## config.mk

```make
export PLATFORM = sky130hd
export DESIGN_NAME = store_drain_buffer_flat
export DESIGN_NICKNAME = d
export VERILOG_FILES = /design/src/rtl/store_drain_if.sv /design/src/rtl/store_drain_buffer.sv /design/src/flat_wrapper.sv
export SDC_FILE = /design/constraint.sdc
export NUM_CORES = 2
export LEC_CHECK = 0
export ABC_AREA = 1
export ABC_CLOCK_PERIOD_IN_PS = 9500
export CAP_MARGIN = 20
export CORE_MARGIN = 2
export CORE_UTILIZATION = 31
export DETAILED_ROUTE_END_ITERATION = 8
export PLACE_DENSITY = 0.55
export SLEW_MARGIN = 0
export SYNTH_ARGS = -nofsm -noshare
export SYNTH_HDL_FRONTEND = slang
export SYNTH_SLANG_ARGS = --single-unit
export TNS_END_PERCENT = 20
```

## constraint.sdc

```tcl
create_clock -name clk -period 9.5 [get_ports clk]
set_clock_uncertainty 0.15 [all_clocks]
set_input_delay 0.95 -clock clk [delete_from_list [all_inputs] [get_ports clk]]
set_output_delay 0.95 -clock clk [all_outputs]
set_load 0.05 [all_outputs]
```

## src/rtl/store_drain_if.sv

```systemverilog
// Store, load-probe and memory-write signals of the post-commit store drain buffer.
// Handshakes: a transfer happens on a rising clk edge where valid (st_valid / mem_write) and
// ready (st_ready / mem_ready) are both 1; the valid side holds its payload stable until then.
`timescale 1ns/1ps
interface store_drain_if #(
  parameter int ADDR_WIDTH = 32,
  parameter int DATA_WIDTH = 32
);
  logic                  st_valid;
  logic [ADDR_WIDTH-1:0] st_addr;
  logic [DATA_WIDTH-1:0] st_data;
  logic                  st_ready;
  logic                  ld_probe_valid;
  logic [ADDR_WIDTH-1:0] ld_probe_addr;
  logic                  ld_fwd_hit;
  logic [DATA_WIDTH-1:0] ld_fwd_data;
  logic                  mem_write;
  logic [ADDR_WIDTH-1:0] mem_addr;
  logic [DATA_WIDTH-1:0] mem_wdata;
  logic                  mem_ready;

  modport master (
    output st_valid, st_addr, st_data, ld_probe_valid, ld_probe_addr, mem_ready,
    input  st_ready, ld_fwd_hit, ld_fwd_data, mem_write, mem_addr, mem_wdata
  );

  modport slave (
    input  st_valid, st_addr, st_data, ld_probe_valid, ld_probe_addr, mem_ready,
    output st_ready, ld_fwd_hit, ld_fwd_data, mem_write, mem_addr, mem_wdata
  );
endinterface

```

## src/rtl/store_drain_buffer.sv

```systemverilog
// Post-commit store buffer: circular FIFO of retired stores drained one at a time to memory,
// with youngest-match store-to-load forwarding and drain performance counters.
`timescale 1ns/1ps
module store_drain_buffer #(
  parameter int ADDR_WIDTH = 32,
  parameter int DATA_WIDTH = 32,
  parameter int SB_DEPTH   = 8,
  parameter int CNT_WIDTH  = 16
) (
  input  logic                         clk,
  input  logic                         rst,
  store_drain_if.slave                 sb,
  output logic                         sb_empty,
  output logic [$clog2(SB_DEPTH):0]    sb_count,
  output logic [CNT_WIDTH-1:0]         stores_drained,
  output logic [CNT_WIDTH-1:0]         drain_stall_cycles,
  output logic                         dbg_state
);
  localparam int PW = $clog2(SB_DEPTH);
  localparam int CW = PW + 1;

  typedef enum logic {IDLE = 1'b0, WRITE = 1'b1} state_t;

  state_t                state;
  logic [ADDR_WIDTH-1:0] ent_addr [SB_DEPTH];
  logic [DATA_WIDTH-1:0] ent_data [SB_DEPTH];
  logic [SB_DEPTH-1:0]   ent_valid;
  logic [PW-1:0]         head;
  logic [PW-1:0]         tail;
  logic [CW-1:0]         count;
  logic [CW-1:0]         count_next;
  logic                  enq;
  logic                  pop;

  assign sb.st_ready  = (count < CW'(SB_DEPTH));
  assign enq          = sb.st_valid && sb.st_ready;
  assign pop          = (state == WRITE) && sb.mem_ready;
  assign sb.mem_write = (state == WRITE);
  // Head entry is only presented while a write is outstanding; the bus idles at zero.
  assign sb.mem_addr  = (state == WRITE) ? ent_addr[head] : '0;
  assign sb.mem_wdata = (state == WRITE) ? ent_data[head] : '0;
  assign sb_empty     = (count == '0);
  assign sb_count     = count;
  assign dbg_state    = (state == WRITE);

  always_comb begin
    count_next = count;
    case ({enq, pop})
      2'b10:   count_next = count + CW'(1);
      2'b01:   count_next = count - CW'(1);
      default: count_next = count;
    endcase
  end

  always_ff @(posedge clk) begin
    if (rst) begin
      head               <= '0;
      tail               <= '0;
      count              <= '0;
      ent_valid          <= '0;
      state              <= IDLE;
      stores_drained     <= '0;
      drain_stall_cycles <= '0;
    end else begin
      if (pop) begin
        ent_valid[head] <= 1'b0;
        head            <= head + PW'(1);
        stores_drained  <= stores_drained + CNT_WIDTH'(1);
      end
      if (enq) begin
        ent_addr[tail]  <= sb.st_addr;
        ent_data[tail]  <= sb.st_data;
        ent_valid[tail] <= 1'b1;
        tail            <= tail + PW'(1);
      end
      count <= count_next;
      if ((state == WRITE) && !sb.mem_ready && (drain_stall_cycles != {CNT_WIDTH{1'b1}}))
        drain_stall_cycles <= drain_stall_cycles + CNT_WIDTH'(1);
      case (state)
        IDLE:    if (count != '0) state <= WRITE;
        WRITE:   if (sb.mem_ready && (count_next == '0)) state <= IDLE;
        default: state <= IDLE;
      endcase
    end
  end

  // Walk oldest to youngest so the last match wins; same-cycle enqueues are not yet valid.
  always_comb begin
    logic [PW-1:0] idx;
    idx            = '0;
    sb.ld_fwd_hit  = 1'b0;
    sb.ld_fwd_data = '0;
    if (sb.ld_probe_valid) begin
      for (int i = 0; i < SB_DEPTH; i++) begin
        idx = head + PW'(i);
        if (ent_valid[idx] && (ent_addr[idx] == sb.ld_probe_addr)) begin
          sb.ld_fwd_hit  = 1'b1;
          sb.ld_fwd_data = ent_data[idx];
        end
      end
    end
  end
endmodule
```

## src/flat_wrapper.sv

```systemverilog
// flat-port wrapper written by rule: the top's interface ports become plain ports
module store_drain_buffer_flat 
#(
  parameter int ADDR_WIDTH = 32,
  parameter int DATA_WIDTH = 32,
  parameter int SB_DEPTH   = 8,
  parameter int CNT_WIDTH  = 16
)
  (clk, rst, sb_empty, sb_count, stores_drained, drain_stall_cycles, dbg_state, sb_st_valid, sb_st_addr, sb_st_data, sb_ld_probe_valid, sb_ld_probe_addr, sb_mem_ready, sb_st_ready, sb_ld_fwd_hit, sb_ld_fwd_data, sb_mem_write, sb_mem_addr, sb_mem_wdata);
  store_drain_if #(.ADDR_WIDTH(ADDR_WIDTH), .DATA_WIDTH(DATA_WIDTH)) sb_i ();
  input  logic clk;
  input  logic rst;
  output logic sb_empty;
  output logic [$clog2(SB_DEPTH):0] sb_count;
  output logic [CNT_WIDTH-1:0] stores_drained;
  output logic [CNT_WIDTH-1:0] drain_stall_cycles;
  output logic dbg_state;
  input wire logic [$bits(sb_i.st_valid)-1:0] sb_st_valid;
  input wire logic [$bits(sb_i.st_addr)-1:0] sb_st_addr;
  input wire logic [$bits(sb_i.st_data)-1:0] sb_st_data;
  input wire logic [$bits(sb_i.ld_probe_valid)-1:0] sb_ld_probe_valid;
  input wire logic [$bits(sb_i.ld_probe_addr)-1:0] sb_ld_probe_addr;
  input wire logic [$bits(sb_i.mem_ready)-1:0] sb_mem_ready;
  output wire logic [$bits(sb_i.st_ready)-1:0] sb_st_ready;
  output wire logic [$bits(sb_i.ld_fwd_hit)-1:0] sb_ld_fwd_hit;
  output wire logic [$bits(sb_i.ld_fwd_data)-1:0] sb_ld_fwd_data;
  output wire logic [$bits(sb_i.mem_write)-1:0] sb_mem_write;
  output wire logic [$bits(sb_i.mem_addr)-1:0] sb_mem_addr;
  output wire logic [$bits(sb_i.mem_wdata)-1:0] sb_mem_wdata;
  assign sb_i.st_valid = sb_st_valid;
  assign sb_i.st_addr = sb_st_addr;
  assign sb_i.st_data = sb_st_data;
  assign sb_i.ld_probe_valid = sb_ld_probe_valid;
  assign sb_i.ld_probe_addr = sb_ld_probe_addr;
  assign sb_i.mem_ready = sb_mem_ready;
  assign sb_st_ready = sb_i.st_ready;
  assign sb_ld_fwd_hit = sb_i.ld_fwd_hit;
  assign sb_ld_fwd_data = sb_i.ld_fwd_data;
  assign sb_mem_write = sb_i.mem_write;
  assign sb_mem_addr = sb_i.mem_addr;
  assign sb_mem_wdata = sb_i.mem_wdata;
  store_drain_buffer #(.ADDR_WIDTH(ADDR_WIDTH), .DATA_WIDTH(DATA_WIDTH), .SB_DEPTH(SB_DEPTH), .CNT_WIDTH(CNT_WIDTH)) u_core (.clk(clk), .rst(rst), .sb(sb_i), .sb_empty(sb_empty), .sb_count(sb_count), .stores_drained(stores_drained), .drain_stall_cycles(drain_stall_cycles), .dbg_state(dbg_state));
endmodule
```

Yosys cells after proc, flatten, opt, wreduce, memory -nomap -nowiden
Memories as Yosys holds them, arrays and structs flattened. A register that Yosys moved wholly into a read port is not among the register bits.
Cells that the tools add are included.
Storage, ports and cells
  output and inout bits: 137
  register bits after elaboration: 51
  logic and storage cells: 121
  memories: 2
  bits in writable memories: 512
  bits of input ports: 101
Operators by class
  magnitude comparators: 12
  add/subtract/negate cells: 12
  bitwise gates (word level): 4
  equality and inequality tests: 11
  reductions and logical operators: 19
  muxes and demuxes: 54
Memory list
  u_core.ent_addr: depth 8, width 32, read ports 8, clocked after memory_dff 1, wr ports 1, RTL line store_drain_buffer.sv:25  | logic [ADDR_WIDTH-1:0] ent_addr [SB_DEPTH];
  u_core.ent_data: depth 8, width 32, read ports 8, clocked after memory_dff 1, wr ports 1, RTL line store_drain_buffer.sv:26  | logic [DATA_WIDTH-1:0] ent_data [SB_DEPTH];
Operator list (number)
  $mux W32: 11
  $eq A32 B32 Y1: 8
  $lt A3 B4 Y1 const B: 9
  $add A16 B1 Y16 const B: 2
  $bmux W1 S3: 8
  $mux W1: 24
  $mux W8: 3
  $ne A16 B16 Y1 const B: 1
  $logic_and A1 B1 Y1: 15
  $add A3 B3 Y3 const B: 4
  $mux W3: 4
  $and A8 B8 Y8: 1
  $logic_not A4 Y1: 2
  $not A8 Y8: 1
  $or A8 B8 Y8: 1
  $pmux W4 S2: 1
  $add A3 B1 Y3 const B: 2
  $add A3 B2 Y3 const B: 2
  $demux W1 S3: 2
  $ge A3 B1 Y1 const B: 2
  $add A4 B1 Y4 const B: 1
  $lt A4 B4 Y1 const B: 1
  $reduce_bool A4 Y1: 1
  $sub A4 B1 Y4 const B: 1
  5 further kinds: 5

Depth between registers and ports, before layout
  depth after elaboration: 12
  mapped depth: 29
  gate-level depth less buffers: 22

Least setup slack after synthesis
Ideal clock, no wire load.
  kind: register -> register
  from: register u_core.count[3], in the netlist u_core.sb_count[3]
  to: memory u_core.ent_addr[4][0], enable pin
  required time: 8703 ps
  period minus slack after synthesis: 8270 ps
  path buffers: 0
  arrival time: 7473 ps
  setup slack: 1230 ps
  stages on the path, launching flop included: 6
  setup time: 647 ps
  cell sequence: dfxtp_1 > inv_1 > nand2_1 > inv_1 > nand2_1 > nor4_1
Between the ends
  cells in the longest elaborated chain, start to end: 5
Ends and longest elaborated chain
  start: declaration: RTL line store_drain_buffer.sv:30  | logic [CW-1:0] count;
  start signal: assignment: RTL line store_drain_buffer.sv:76  | count <= count_next;
  $lt A4 B4 Y1: RTL line store_drain_buffer.sv:35  | assign sb.st_ready = (count < CW'(SB_DEPTH));
  named net sb_st_ready: RTL line flat_wrapper.sv:24  | output wire logic [$bits(sb_i.st_ready)-1:0] sb_st_ready;
  $logic_and A1 B1 Y1: RTL line store_drain_buffer.sv:36  | assign enq = sb.st_valid && sb.st_ready;
  $mux W1: RTL line store_drain_buffer.sv:70  | if (enq) begin
  $mux W1: RTL line store_drain_buffer.sv:56  | if (rst) begin
  $mux W1 (implied by the code): RTL line store_drain_buffer.sv:71  | ent_addr[tail] <= sb.st_addr;
  end: declaration: RTL line store_drain_buffer.sv:25
The timed path passes the listed nets, and every way through them passes these cells.

Worst setup path in the final report
  from: register u_core.head[0]
  to: output sb_ld_fwd_data[2]
Between the ends
  cells in the longest elaborated chain, start to end: 12
  elaborated cells on any way between the ends: 49
  those cells by class: add/sub (7); eq/ne (7); mux (25); reduce/logical (8); memory (2)
Ends and longest elaborated chain
  start: declaration: RTL line store_drain_buffer.sv:28  | logic [PW-1:0] head;
  start signal: assignment: RTL line store_drain_buffer.sv:67  | head <= head + PW'(1);
  $add A3 B1 Y3 or $bmux W1 S3 (tied branches): RTL line store_drain_buffer.sv:95, store_drain_buffer.sv:96
  $mem_v2 Z8 W32, or another cell as far along
  $eq A32 B32 Y1, or another cell as far along: RTL line store_drain_buffer.sv:96  | if (ent_valid[idx] && (ent_addr[idx] == sb.ld_probe_addr)) begin
  $logic_and A1 B1 Y1 or $mux W32 (tied branches): RTL line store_drain_buffer.sv:96
  $mux W32 (6 in a row): RTL line store_drain_buffer.sv:96
  $mux W32 *: RTL line store_drain_buffer.sv:96
  $mux W32 *: RTL line store_drain_buffer.sv:93  | if (sb.ld_probe_valid) begin
  end: declaration: RTL line flat_wrapper.sv:26  | output wire logic [$bits(sb_i.ld_fwd_data)-1:0] sb_ld_fwd_data;
Every way passes the cells marked *; elsewhere a longest branch is shown, timed or not. The select of a mux whose other input is x is not followed.

==> impl_summary.md <==
Outcome
The flow ran to the end, and the final reports show no timing, DRC or antenna violations.

Clocking
The CTS tree is yes. After clock tree synthesis, the setup repair step added 0 buffers. Clock-pin slew was measured on the worst setup and hold paths at 0.06 ns. In this run the number of H-tree levels came out at 3. The clock latency of the later-clocked register in the worst-skew pair is 0.68 ns. The longest clock path from root to sink contains 3 buffers.

The post-cts resize count is 0. The total CTS buffers is 72. The number of hold buffers added after CTS was 0.

The CTS sink count is 566. The clock root buffer is clkbuf_16.

Routing
Summed over all nets, wire length on met3 after detailed routing comes to 17.6 mm. The highest routing layer actually used is met5. The total routed wire length on the met1 layer is 87.4 mm. The mean number of vias per cell is 5.52. The amount of wire on met2 after detailed routing is 93.3 mm. The post-detailed-routing wire length is 207 mm. After detailed routing, the number of remaining DRC violations is 0. Dividing the detail-routed wire length by the instance count gives 22.8 µm. The final antenna-violating net count is 0. The total number of vias is 50.1k. Before antenna repair, the detailed router went through 7 iterations.

In this run, the number of DRC markers left after iteration 0 of detailed routing was 5581.

Floorplan
The die is 390 µm tall. The floorplan step set the die width to 390 µm. The placeable core region is 148000 µm². The floorplan step defined a die boundary enclosing 152000 µm². The row count is 141. The initial core utilization is 0.312. The count of boundary I/O pins is 238.

Logic synthesis
Synthesis instantiated 44 different standard cells from the library. The post-synthesis simple-gate area fraction is 0.342. In this run the cell area of the synthesized design comes to 46100 µm².

The biggest area contributor in the post-synthesis netlist is edfxtp_1. The number of nets handed over by synthesis was 7311. Yosys instantiated no cell more often than nand2_1.

By count the netlist is led by nand2_1 (2406), nand3_1 (1013), o21ai_0 (990). The multiplexer share of the synthesized area is 0.00803. After synthesis, the mean cell area works out to 6.41 µm². Among all flip-flop cells after synthesis, the most frequent one is edfxtp_1.

In the synthesized netlist, the number of instances is 7197. Yosys mapped a number of flops with a built-in enable equal to 512. The number of register bits inferred by synthesis is 566. The share of synthesized cell area in full adder, half adder and majority cells is 0.00369. The share of the synthesized area in the top cell type is 0.333. The number of warnings printed during yosys synthesis is 0. The largest family of logic cells by synthesized area is simple AND/OR/NAND/NOR gates. The sequential-to-total area share from yosys stat is 0.357. Of the total synthesized cell area, the portion taken by XOR and XNOR cells is 0.0121.

The async set or reset register ratio after synthesis is 0. Yosys attributes the largest share of cell area to edfxtp_1 (33%), nand2_1 (20%), nand3_1 (11%). The complex-gate fraction of the synthesized area came to 0.180.

Timing
The total negative slack for setup checks is 0 ns. Timing would allow up to 118 MHz. The post-layout minimum cycle time is 8.46 ns.

The final-report max-slew violation count is 0. The final-report hold violation count is 0. In this run the tightest slew margin relative to its limit is 0.260. Setup repair after global routing left no endpoint under its margin. The final critical-path share of the clock period is 0.891. The final-report setup violation count is 0. The transition time at the pin with the least slew margin is 1.11 ns.

The worst-case hold slack is 0.312 ns.

Final layout
The fraction of layout instances using a drive strength above 1 is 0.0377. After filler insertion, the fill cell instance count of the layout stands at 15.8k. Compared with the post-synthesis result, the final layout area differs by 13.2%.

The final-stage net count is 7192. The area taken by flip-flops and latches is 16500 µm². The multi-input combinational cells in the finished layout cover a total of 25300 µm².

The post-layout instance area is 52200 µm².

Critical path
At the worst endpoint, the arrival time is 7.36 ns. STA classifies the critical path startpoint as a flip-flop. Data on the critical path is required at its endpoint by 8.40 ns. Along the worst path, the maximum fanout reaches 137. The kind of critical path is reg -> out.

The sort of element at the end of the critical path is an output pin.

Power and ir drop
Summed over all cells, the static leakage comes to 22.0 nW. The total power divided by cell area is 252 nW/µm². The peak supply drop is 0.165 mV. The overall power after layout is 13.2 mW.

Global route
The global-route congestion overflow total is 0. The total routing usage reported by global routing is 0.263. Entering global routing, the biggest net connects 283 pins.

The number of antenna violations at the first check in global routing is 17. The via count of the first global-routing pass came to 45.5k. The first global-routing pass estimated 300 mm of wire.

Placed design
In this run the tool buffered the top-level ports with 237 buffer cells. Summed over all nets, the half-perimeter wirelength after detailed placement is 141 mm. Summing all placed instances gives a cell area of 49600 µm². Routability-driven placement finished with a final weighted congestion of 1.06.

Worst hold path
The class of the tightest hold or removal check is reg -> reg.

Run
The tool flagged a number of max-cap violations equal to 0.
-- layer usage --
metal | track usage | up-vias
met3 | 0.0460 | 438
met5 | 0 | -
met2 | 0.428 | 2430
met1 | 0.347 | 23400
li1 | - | 23800
met4 | 0.0975 | 20
-- final cells by class --
type / instances / area share
Antenna cell: 3 / 0.000144
Clock inverter: 40 / 0.0124
Multi-Input combinational cell: 5528 / 0.485
Sequential cell: 566 / 0.315
Inverter: 581 / 0.0425
Clock buffer: 90 / 0.0373
Timing Repair Buffer: 329 / 0.0609
Tap cell: 1930 / 0.0462
-- worst paths after layout --
kind                        startpoint                        end  slack [ns]  depth (start not counted)
min reg2reg  u_core.stores_drained[15]  u_core.stores_drained[15]        0.31                          2
max                     u_core.head[0]          sb_ld_fwd_data[2]        1.04                         17
min          u_core.stores_drained[15]  u_core.stores_drained[15]        0.31                          2
max reg2reg             u_core.head[0]             u_core.head[1]        6.06                          5
-- cells by family after synthesis --
kind of cell | after synthesis
adder cells (fa/ha/maj) | 13
buffers and inverters | 1103
XOR/XNOR | 63
multiplexers | 37
flip-flops | 566
AND/OR/NAND/NOR | 3820
AO/OA/AOI/OAI | 1595
-- worst max-delay path: stages (launching register included) --
cell and delay [ns]:
dfxtp_4 0.70, inv_8 0.33, ha_4 0.55, inv_8 0.59, buf_4 0.68, nand3_1 0.14
and2_1 0.19, nand2_1 0.07, nand2_1 0.10, a211oi_1 0.25, nand2_1 0.07, nor2_1 0.13
nand3_1 0.15, nor2_4 0.55, buf_4 0.48, a21oi_1 0.07, a21oi_1 0.35, clkdlybuf4s50_1 0.88
-- registers in the layout (all words and copies together) (netlist names), named ones only --
name / cells
u_core.ent_addr: 256
u_core.ent_data: 256
u_core.drain_stall_cycles: 16
u_core.stores_drained: 16
u_core.ent_valid: 8
u_core.sb_count: 4
u_core.head: 3
u_core.tail: 3
u_core.dbg_state: 1
-- where the power goes --
group	internal (mW)	switching [mW]
Sequential	2.78	0.105
Clock	1.85	1.20
Combinational	1.88	5.37
Total	6.52	6.67
-- through the flow --
| stage | setup WS [ns] | util | std cells |
|---|---|---|---|
| 2_1_floorplan | 1.23 | - | 7197 |
| 3_3_place_gp | 1.95 | 0.336 | 8934 |
| 3_5_place_dp | 1.95 | 0.336 | 8934 |
| 4_1_cts | 1.20 | 0.353 | 9064 |
| 5_1_grt | 0.798 | 0.353 | 9065 |
| 6_report | 1.04 | 0.353 | 9067 |
-- placed cells by master, fill, tap and decap left out, types with 14 or more instances in the layout --
cell / netlist / routed
a211oi_1: 17 / 17
a21oi_1: 446 / 446
buf_4: 21 / 82
bufinv_16: 0 / 14
clkbuf_16: 0 / 74
clkdlybuf4s50_1: 0 / 236
dfxtp_1: 54 / 48
edfxtp_1: 512 / 512
inv_1: 562 / 559
mux2i_1: 37 / 37
nand2_1: 2406 / 2406
nand3_1: 1013 / 1013
nor2_1: 314 / 306
nor3_1: 27 / 23
o211ai_1: 56 / 56
o21ai_0: 990 / 990
o21ai_1: 41 / 41
o22ai_1: 14 / 14
xor2_1: 61 / 61
Note: power is estimated with default switching activity, not from simulation.
